<file path="src/rtl/interleaver_pkg.sv">
// Shared constants and types for the 12-branch convolutional interleaver link,
// used by both the transmit-side distributor and the receive-side commutator.
package interleaver_pkg;

    localparam int N_BRANCH = 12;
    localparam int SEL_W    = 4;
    localparam int DATA_W   = 8;

    localparam logic [7:0] TS_SYNC_BYTE = 8'h47;

    typedef enum logic {
        ALIGN,
        RUN
    } state_t;

endpackage

</file>
<file path="src/rtl/commutator_out_reg.sv">
// Registered valid/ready output stage of the de-interleaver commutator.
// Holds data/last stable while the downstream stalls; reset discards the held byte.
module commutator_out_reg #(
    parameter int DATA_W = 8
) (
    input  logic              clk,
    input  logic              rst,
    input  logic              load,
    input  logic [DATA_W-1:0] load_data,
    input  logic              load_last,
    input  logic              out_ready,
    output logic [DATA_W-1:0] out_data,
    output logic              out_valid,
    output logic              out_last
);

    logic [DATA_W-1:0] data_reg;
    logic              valid_reg;
    logic              last_reg;

    // The caller only asserts load when the register is empty or being drained,
    // so a load never overwrites an unaccepted byte.
    always_ff @(posedge clk) begin
        if (rst) begin
            data_reg  <= '0;
            valid_reg <= 1'b0;
            last_reg  <= 1'b0;
        end else if (load) begin
            data_reg  <= load_data;
            valid_reg <= 1'b1;
            last_reg  <= load_last;
        end else if (out_ready) begin
            valid_reg <= 1'b0;
        end
    end

    assign out_data  = data_reg;
    assign out_valid = valid_reg;
    assign out_last  = last_reg;

endmodule

</file>
<file path="src/rtl/deint_commutator_12to1.sv">
// 12-to-1 output commutator: merges the de-interleaver branch lanes round-robin.
// Optional first-byte-after-sync check enabled by macro DEINT_SYNC_CHECK_EN.
module deint_commutator_12to1
    import interleaver_pkg::*;
#(
    parameter int DATA_W   = interleaver_pkg::DATA_W,
    parameter int N_BRANCH = interleaver_pkg::N_BRANCH,
    parameter int SEL_W    = interleaver_pkg::SEL_W
) (
    input  logic                       clk,
    input  logic                       rst,
    input  logic                       sync_in,
    input  logic [N_BRANCH*DATA_W-1:0] in_data,
    input  logic [N_BRANCH-1:0]        in_valid,
    output logic [N_BRANCH-1:0]        in_ready,
    output logic [DATA_W-1:0]          out_data,
    output logic                       out_valid,
    input  logic                       out_ready,
    output logic                       out_last,
    output logic                       sync_err
);

    state_t             state_reg;
    logic [SEL_W-1:0]   sel_reg;

    logic               space;
    logic               fetch_ok;
    logic               fire;
    logic               sel_last;
    logic [DATA_W-1:0]  lane_data;
    logic               lane_valid;

    assign space    = !out_valid || out_ready;
    // Gated by rst so that no lane is popped in a reset cycle.
    assign fetch_ok = !rst && (state_reg == RUN) && !sync_in && space;
    assign sel_last = (sel_reg == SEL_W'(N_BRANCH - 1));

    generate
        for (genvar gi = 0; gi < N_BRANCH; gi++) begin : g_ready
            assign in_ready[gi] = fetch_ok && (sel_reg == SEL_W'(gi));
        end
    endgenerate

    always_comb begin
        lane_data  = '0;
        lane_valid = 1'b0;
        for (int i = 0; i < N_BRANCH; i++) begin
            if (sel_reg == SEL_W'(i)) begin
                lane_data  = in_data[i*DATA_W +: DATA_W];
                lane_valid = in_valid[i];
            end
        end
    end

    assign fire = fetch_ok && lane_valid;

    always_ff @(posedge clk) begin
        if (rst) begin
            state_reg <= ALIGN;
            sel_reg   <= '0;
        end else if (sync_in) begin
            state_reg <= RUN;
            sel_reg   <= '0;
        end else if (fire) begin
            sel_reg <= sel_last ? '0 : sel_reg + 1'b1;
        end
    end

    commutator_out_reg #(
        .DATA_W (DATA_W)
    ) u_out_reg (
        .clk       (clk),
        .rst       (rst),
        .load      (fire),
        .load_data (lane_data),
        .load_last (sel_last),
        .out_ready (out_ready),
        .out_data  (out_data),
        .out_valid (out_valid),
        .out_last  (out_last)
    );

`ifdef DEINT_SYNC_CHECK_EN
    logic chk_pending_reg;
    logic sync_err_reg;

    // Registered so the pulse lines up with the checked byte on out_data.
    always_ff @(posedge clk) begin
        if (rst) begin
            chk_pending_reg <= 1'b0;
            sync_err_reg    <= 1'b0;
        end else begin
            sync_err_reg <= 1'b0;
            if (sync_in) begin
                chk_pending_reg <= 1'b1;
            end else if (fire && chk_pending_reg) begin
                chk_pending_reg <= 1'b0;
                sync_err_reg    <= (lane_data != DATA_W'(TS_SYNC_BYTE));
            end
        end
    end

    assign sync_err = sync_err_reg;
`else
    assign sync_err = 1'b0;
`endif

endmodule

</file>
<file path="config.mk">
export PLATFORM = sky130hd
export DESIGN_NAME = deint_commutator_12to1
export DESIGN_NICKNAME = d
export VERILOG_FILES = /design/src/rtl/interleaver_pkg.sv /design/src/rtl/commutator_out_reg.sv /design/src/rtl/deint_commutator_12to1.sv
export SDC_FILE = /design/constraint.sdc
export NUM_CORES = 1
export LEC_CHECK = 0
export ABC_CLOCK_PERIOD_IN_PS = 4500
export CORE_MARGIN = 8
export CORE_UTILIZATION = 39
export CTS_BUF_LIST = sky130_fd_sc_hd__clkbuf_8
export DETAILED_ROUTE_END_ITERATION = 6
export PLACE_DENSITY = 0.95
export SYNTH_ARGS = -nofsm -noshare
export SYNTH_HDL_FRONTEND = slang
export SYNTH_SLANG_ARGS = --single-unit
</file>
<file path="constraint.sdc">
create_clock -name clk -period 4.5 [get_ports clk]
set_clock_uncertainty 0.05 [all_clocks]
set_input_delay 0.675 -clock clk [delete_from_list [all_inputs] [get_ports clk]]
set_output_delay 0.675 -clock clk [all_outputs]
set_load 0.01 [all_outputs]
</file>
After elaboration in Yosys (flattened, before gate mapping):

Cells that the tools add are included.

* register bits after elaboration: 15
* bits in latches: 0
* bits in writable memories: 0
* ROM bits: 0
* bits of input ports: 112
* word-level logic and storage cells: 67
* memories: 0

* add/subtract/negate cells: 1
* multiply operators: 0
* div/mod/pow operators: 0
* order comparisons: 0
* eq/ne operators: 11
* shift operators: 0
* multiplexer cells: 27
* bitwise logic cells: 0
* reductions and logical operators: 23

Operator list (count)
* two-way mux 8 bit: 12
* equality test 4 x 3 -> 1 bit, second input constant: 4
* equality test 4 bit, second input constant: 4
* logical AND 1 bit: 16
* two-way mux 1 bit: 14
* equality test 4 x 2 -> 1 bit, second input constant: 2
* adder 4 x 1 -> 4 bit, second input constant: 1
* equality test 4 x 1 -> 1 bit, second input constant: 1
* logical NOT 4 bit: 1
* two-way mux 4 bit: 1
* logical NOT 1 bit: 3
* nonzero test 2 bit: 1
* OR reduction 2 bit: 1
* logical OR 1 bit: 1

Logic depth before layout (Yosys ltp):

Gate-level depths: netlist of run 1.

* depth in word-level cells: 15
* mapped depth: 10
* mapped depth without buffers: 8

Modules after synthesis:

From an unflattened synthesis of run 1, not the netlist that was laid out.

* cell total of the unflattened synthesis: 232
* area, all modules: 1716.6 um^2

By module, submodules not included
* deint_commutator_12to1: times used 1, cells each 199, area each 1361.3 um^2
* commutator_out_reg: times used 1, cells each 33, area each 355.3 um^2

Least setup slack after synthesis of run 1:

OpenSTA, ideal clock, no wires.

* kind: input port to output port
* start point: input sync_in
* end point: output in_ready[0]
* arrival: 1.707 ns
* required time: 3.775 ns
* path slack: 2.068 ns
* cell stages on the path: 4
* buffers on the path: 1
* cell sequence: nor2_1 and3_1 clkbuf_1 and3_1

* cells in the longest elaborated chain, start to end: 4

Ends and longest elaborated chain
* start: declaration: line deint_commutator_12to1.sv:12 `input logic sync_in,`
* logical NOT 1 bit: line deint_commutator_12to1.sv:35 `assign fetch_ok = !rst && (state_reg == RUN) && !sync_in && space;`
* logical AND 1 bit (2 in series): line deint_commutator_12to1.sv:35
* logical AND 1 bit: line deint_commutator_12to1.sv:40 `assign in_ready[gi] = fetch_ok && (sel_reg == SEL_W'(gi));`
* end: declaration: line deint_commutator_12to1.sv:15 `output logic [N_BRANCH-1:0] in_ready,`

Every way passes these cells.

Final worst setup path of run 1:

* start point: input rst
* end point: output in_ready[10]

* cells in the longest elaborated chain, start to end: 5

Ends and longest elaborated chain
* start: declaration: line deint_commutator_12to1.sv:11 `input logic rst,`
* logical NOT 1 bit: line deint_commutator_12to1.sv:35
* logical AND 1 bit (3 in series): line deint_commutator_12to1.sv:35
* logical AND 1 bit: line deint_commutator_12to1.sv:40

Every way passes these cells.

==> results of run 1 <==
metrics by stage:
stage / area [um^2] / setup WS, ns
6_report: 3250 / 0.833
5_1_grt: 3250 / 0.652
4_1_cts: 3250 / 0.832
3_5_place_dp: 3200 / 0.839
3_3_place_gp: 3200 / 0.935
2_1_floorplan: 1910 / 2.07
worst max-delay path, cell delays in order:
cell,delay [ns]
clkdlybuf4s50_1,0.39
buf_4,0.19
nor2_1,0.39
and3_1,0.53
and3_1,0.23
clkdlybuf4s50_1,0.54
final cells by class:
type	instances	area [um^2]
Clock buffer	3	41.3
Sequential cell	15	300
Inverter	15	56.3
Multi-Input combinational cell	210	1400
Fill cell	385	1480
Timing Repair Buffer	137	1360
Clock inverter	1	5.00
Tap cell	67	83.8
worst max path at each step:
stage / start / endpoint / slack (ns) / cells after the start
final: rst / in_ready[10] / 0.83 / 6
after global placement: rst / in_ready[4] / 0.94 / 6
after detailed placement: rst / in_ready[10] / 0.84 / 6
after CTS: rst / in_ready[10] / 0.83 / 6
after floorplan: sync_in / in_ready[0] / 2.07 / 4
after global routing: rst / in_ready[4] / 0.65 / 6
per-layer routing:
| metal | vias up | part of all wire |
|---|---|---|
| met5 | - | 0 |
| met4 | 0 | 0.039 |
| met3 | 28 | 0.069 |
| met2 | 140 | 0.49 |
| met1 | 1173 | 0.40 |
| li1 | 1234 | - |
power breakdown:
part	leakage, nW	internal, mW	switching (mW)
combinational	0.971	0.107	0.0456
clock	0.0255	0.0614	0.0492
sequential	0.122	0.136	0.00196
layout by cell type, fill, tap and decap left out, types with 2 or more instances in the layout:
master / count
clkbuf_8: 3
nand3_1: 2
nand2b_1: 2
o21ai_0: 8
o221ai_1: 8
ha_1: 4
o32ai_2: 3
nor3_1: 2
o2bb2ai_1: 8
nor2b_1: 12
a211oi_1: 4
and2_1: 2
o311ai_0: 8
dfxtp_1: 15
clkdlybuf4s50_1: 133
a21oi_1: 59
a22oi_1: 8
and3_1: 7
nor2_1: 25
a221oi_1: 8
buf_4: 4
a211oi_2: 6
nand3b_1: 3
nand2_1: 9
inv_1: 15
cell families after synthesis:
group	after synthesis
adder cells (fa/ha/maj)	4
flip-flops	15
AND/OR/NAND/NOR	76
buffers and inverters	43
other	1
AO/OA/AOI/OAI	129
==> results.toml, run 1 <==
[power_and_ir_drop]
p_per_area_nw_per_um2 = 123
ir_drop_uv = 84.4
power_mw = 0.401
leakagePower_nw = 1.12

[synthesis]
synth-compound-area-share = 0.488
netlist_area_um2 = 1910
synth-adder-area-share = 0.0263
synth_top_family_by_area = "compound AO/OA/AOI/OAI gates"
netlist_instances = 268
synth_most_common_cell = "a21oi_1"
synth-simple-area-share = 0.219
ys_top_cells_by_count = "59 x a21oi_1, 25 x nor2_1, 18 x clkbuf_1"
yosys_most_used_dff = "dfxtp_1"
async_flop_share = 0
yosys.area.top_type_share = 0.158
postSynthAreaPerCell_um2 = 7.11
synth.area.top_cells = "dfxtp_1 16%, a21oi_1 15%, nor2_1 4.9%"
synth.net_count = 384
ys_seq_area_frac = 0.158
muxShareOfSynthArea = 0
ys_warn_count = 0
synth-seq-cells = 15
synth-xor-area-share = 0
synth.largest_area_cell = "dfxtp_1"
yosysUniqueCellTypes = 49
synth-edff-count = 0

[global_route]
met1_usage = 0.245
grt_pass1_vias = 2615
met2_usage = 0.373
grt_max_degree = 35
grt_usage = 0.218
grt_antenna_before_repair = 0
busiest_layer = "met2"
grt_first_pass_wirelength_um = 12900
grt_overflow = 0
use_met3 = 0.0564

[clock_tree]
worst_skew_pair.late_latency_ns = 0.25
cts.sinks = 15
cts_buffers = 3
cts_buffer_depth = 2
clkSlewWorstSetupHoldPaths_ns = 0.06
cts_root_buf = "clkbuf_8"
ctsHoldBuffers = 0
cts_tree = "yes"
post-cts-setup-buffers = 0
cts_max_level = 1
cts_resized = 0

[finish]
antennaDiodeCount = 0
fin_util = 0.688
layout.cells.non_filler = 448
syn_to_final_growth_pct = 70.5
nNetsFinal = 498
drive_above_1_share = 0.0682
largest_reg_flops = 8

[floorplanning]
fp.dieArea_um2 = 7380
core_area_um2 = 4720
die_h_um = 85.9
initial_core_util = 0.403
die_w_um = 85.9
ios = 135
rows = 25

[worst_setup_path]
arrival_ns = 2.94
r2r-start = "sel_reg[0]"
r2r_cells = 7
path_class = "in2out"
end_kind = "primary output"
worstPathRequired_ns = 3.77
worstReg2RegEnd = "sel_reg[0]"
critPathMaxFanout = 13
worst_setup_path_start_kind = "input port"
rrSetupSlack_ns = 1.23

[detailed_routing]
wl_um = 8460
wire_per_inst_um = 18.9
vias = 2575
antenna_left = 0
firstDrtPassIters = 4
drc = 0
drt_iter0_markers = 213
via_per_inst = 5.75

[timing]
worst_pin_slew_ns = 0.949
hold_viol_final = 0
fin_tns_setup_ns = 0
maxSlewHeadroom = 0.365
holdWs_ns = 0.449
setup_viol = 0
rsz0062_at_grt = "false"
period_share = 0.815
post-route-min-period_ns = 3.67
slew_violations = 0
max_freq_mhz = 273

[min_path]
hp-class = "reg2reg"
hold_depth = 2
min_to = "state_reg"
hold_start = "state_reg"

[place]
dp_hpwl_um = 6700
numPortBuffers = 133
dp.cells = 444
gp_congestion = 0.851

[job]
maxCapViolations = 0

[status]
run_status = "completed"
(Power assumes the default switching activity.)
==> inputs of run 2 (changes only) <==
--- a/config.mk
+++ b/config.mk
@@ -5,12 +5,12 @@
 export SDC_FILE = /design/constraint.sdc
 export NUM_CORES = 1
 export LEC_CHECK = 0
-export ABC_CLOCK_PERIOD_IN_PS = 4500
+export ABC_CLOCK_PERIOD_IN_PS = 3000
 export CORE_MARGIN = 8
-export CORE_UTILIZATION = 39
+export CORE_UTILIZATION = 33
 export CTS_BUF_LIST = sky130_fd_sc_hd__clkbuf_8
 export DETAILED_ROUTE_END_ITERATION = 6
-export PLACE_DENSITY = 0.95
+export PLACE_DENSITY = 0.86
 export SYNTH_ARGS = -nofsm -noshare
 export SYNTH_HDL_FRONTEND = slang
 export SYNTH_SLANG_ARGS = --single-unit
==> constraint.sdc (replaced) <==
create_clock -name clk -period 3 [get_ports clk]
set_clock_uncertainty 0.05 [all_clocks]
set_input_delay 0.45 -clock clk [delete_from_list [all_inputs] [get_ports clk]]
set_output_delay 0.45 -clock clk [all_outputs]
set_load 0.01 [all_outputs]
==> run 2 against run 1 <==
- via count increased by 1.5%
- sequential share of layout area decreased by 0.31 points
- sequential power rose by 50%
- worst hold slack improved by 0.024 ns
- routed wire length up 2.3%
- die area up 15%
- register-to-register slack worse by 0.90 ns
- sequential cell count unchanged
- critical path type is now reg2out
==> results.toml, run 2 (synthesis gave the netlist of run 1 again) <==
[detailed_routing]
vias = 2614
wl_um = 8650
drc = 0
firstDrtPassIters = 4
via_per_inst = 5.60
wire_per_inst_um = 18.5
drt_iter0_markers = 145
antenna_left = 0

[worst_setup_path]
arrival_ns = 2.24
end_kind = "primary output"
critPathMaxFanout = 14
cp_top_family = "buffers and inverters"
path_class = "reg2out"
worstReg2RegEnd = "u_out_reg.out_data[2]"
path_cells = "ha_1 -> nand3b_1 -> nor2_1 -> clkdlybuf4s50_1"
path_buf_inv = 1
slowest_stage = "clkdlybuf4s50_1"
worstPathRequired_ns = 2.50
slowest_delay_ns = 0.56
rrSetupSlack_ns = 0.33
r2r_cells = 8
r2r-start = "sel_reg[0]"
worst_setup_path_start_kind = "flop"

[min_path]
hp-class = "reg2reg"
min_to = "state_reg"
hold_start = "state_reg"
hold_depth = 2

[clock_tree]
worst_skew_pair.late_latency_ns = 0.25
cts.sinks = 15
cts_buffers = 3
clkSlewWorstSetupHoldPaths_ns = 0.06
cts_max_level = 1
cts_tree = "yes"
cts_buffer_depth = 2
cts_root_buf = "clkbuf_8"
post-cts-setup-buffers = 0

[status]
run_status = "completed"

[power_and_ir_drop]
leakagePower_nw = 1.19
p_per_area_nw_per_um2 = 180
swShare = 0.241
p_clk_frac = 0.268
p_int_mw = 0.459
ir_drop_uv = 133
combPwrFrac = 0.390
seqPwrFrac = 0.342
p_switching_mw = 0.146

[place]
dp_hpwl_um = 7170
numPortBuffers = 133
dp.cells = 463
gp_congestion = 0.890

[timing]
post-route-min-period_ns = 2.74
fin_tns_setup_ns = 0
hold_viol_final = 0
maxSlewHeadroom = 0.569
period_share = 0.912
slew_violations = 0
setup_viol = 0
rsz0062_at_grt = "false"
worst_pin_slew_ns = 0.646
max_freq_mhz = 365

[global_route]
grt_overflow = 0
grt_antenna_before_repair = 0
grt_usage = 0.199
grt_max_degree = 26
grt_first_pass_wirelength_um = 14000
grt_pass1_vias = 2875

[finish]
largest_reg_flops = 8
layout.cells.non_filler = 467
fillCellCount = 534
nNetsFinal = 512
final_common_cell = "clkdlybuf4s50_1"
antennaDiodeCount = 0
final_cell_mix = "133 x clkdlybuf4s50_1, 59 x a21oi_1, 25 x nor2_1, 18 x buf_4, 16 x inv_1"
drive_above_1_share = 0.101
syn_to_final_growth_pct = 76.4

[floorplanning]
die_w_um = 92.0
initial_core_util = 0.344
rows = 27
fp.dieArea_um2 = 8460
die_h_um = 92.0
ios = 135
core_area_um2 = 5540

[job]
maxCapViolations = 0
[run 2: cell count changes in the layout (fill, tap and decap cells not counted)]
| cell | previous run | this run |
|---|---|---|
| buf_4 | 4 | 18 |
| ha_2 | 0 | 1 |
| ha_1 | 4 | 3 |
| clkinv_2 | 1 | 0 |
| inv_1 | 15 | 16 |
[run 2: worst max path at each step]
stage / startpoint / to / slack, ns / cells past startpoint
4_1_cts: sel_reg[0] / in_ready[9] / 0.17 / 4
3_3_place_gp: sync_in / in_ready[9] / 0.38 / 5
3_5_place_dp: sel_reg[0] / sel_reg[0] / 0.35 / 7
5_1_grt: sel_reg[0] / in_ready[7] / 0.11 / 4
6_report: sel_reg[0] / in_ready[7] / 0.26 / 4
2_1_floorplan: sel_reg[0] / u_out_reg.out_data[2] / 0.67 / 10
[run 2: area by class of cell]
type	count	area [um^2]	share of cell area
Clock inverter	1	3.75	0.00112
Clock buffer	3	41.3	0.0123
Multi-Input combinational cell	210	1400	0.417
Tap cell	72	90.1	0.0268
Sequential cell	15	300	0.0894
Timing Repair Buffer	151	1470	0.436
Inverter	15	56.3	0.0168
[run 2: metrics by stage]
step	utilization	hold WS (ns)	setup WS, ns	total power, mW	area [um^2]
6_report	0.607	0.473	0.263	0.605	3360
3_3_place_gp	0.598	0.425	0.383	0.442	3310
2_1_floorplan	-	0.401	0.670	0.274	1910
3_5_place_dp	0.598	0.464	0.348	0.445	3310
4_1_cts	0.606	0.472	0.167	0.610	3360
5_1_grt	0.607	0.496	0.113	0.632	3360
[run 2: timing repair]
item                                    in CTS  in global routing
hold buffers                                 0                  0
endpoints found under the setup margin       0                  1
gates resized for setup                      0                  1
[run 2: power groups by stage]
stage               clock, mW  sequential, mW  combinational [mW]
floorplan                   0           0.213              0.0619
global placement            0           0.211               0.231
detailed placement          0           0.211               0.234
CTS                     0.168           0.207               0.236
global route            0.173           0.208               0.251
finish                  0.162           0.207               0.236
[run 2: routing by layer]
metal  up-vias  GRT usage  part of all wire
met3        16     0.0530             0.084
met4         0     0.0752             0.026
met2       136      0.352              0.50
li1       1265          -                 -
met5         -          0                 0
met1      1197      0.222              0.39
[run 2: worst reg2reg max path: stages, from the launching register on]
cell	delay, ns
dfxtp_1	0.38
ha_1	0.40
or3_1	0.44
a211oi_4	0.19
nor4_2	0.09
o32ai_4	0.47
buf_4	0.27
a21oi_1	0.09
a211oi_1	0.20
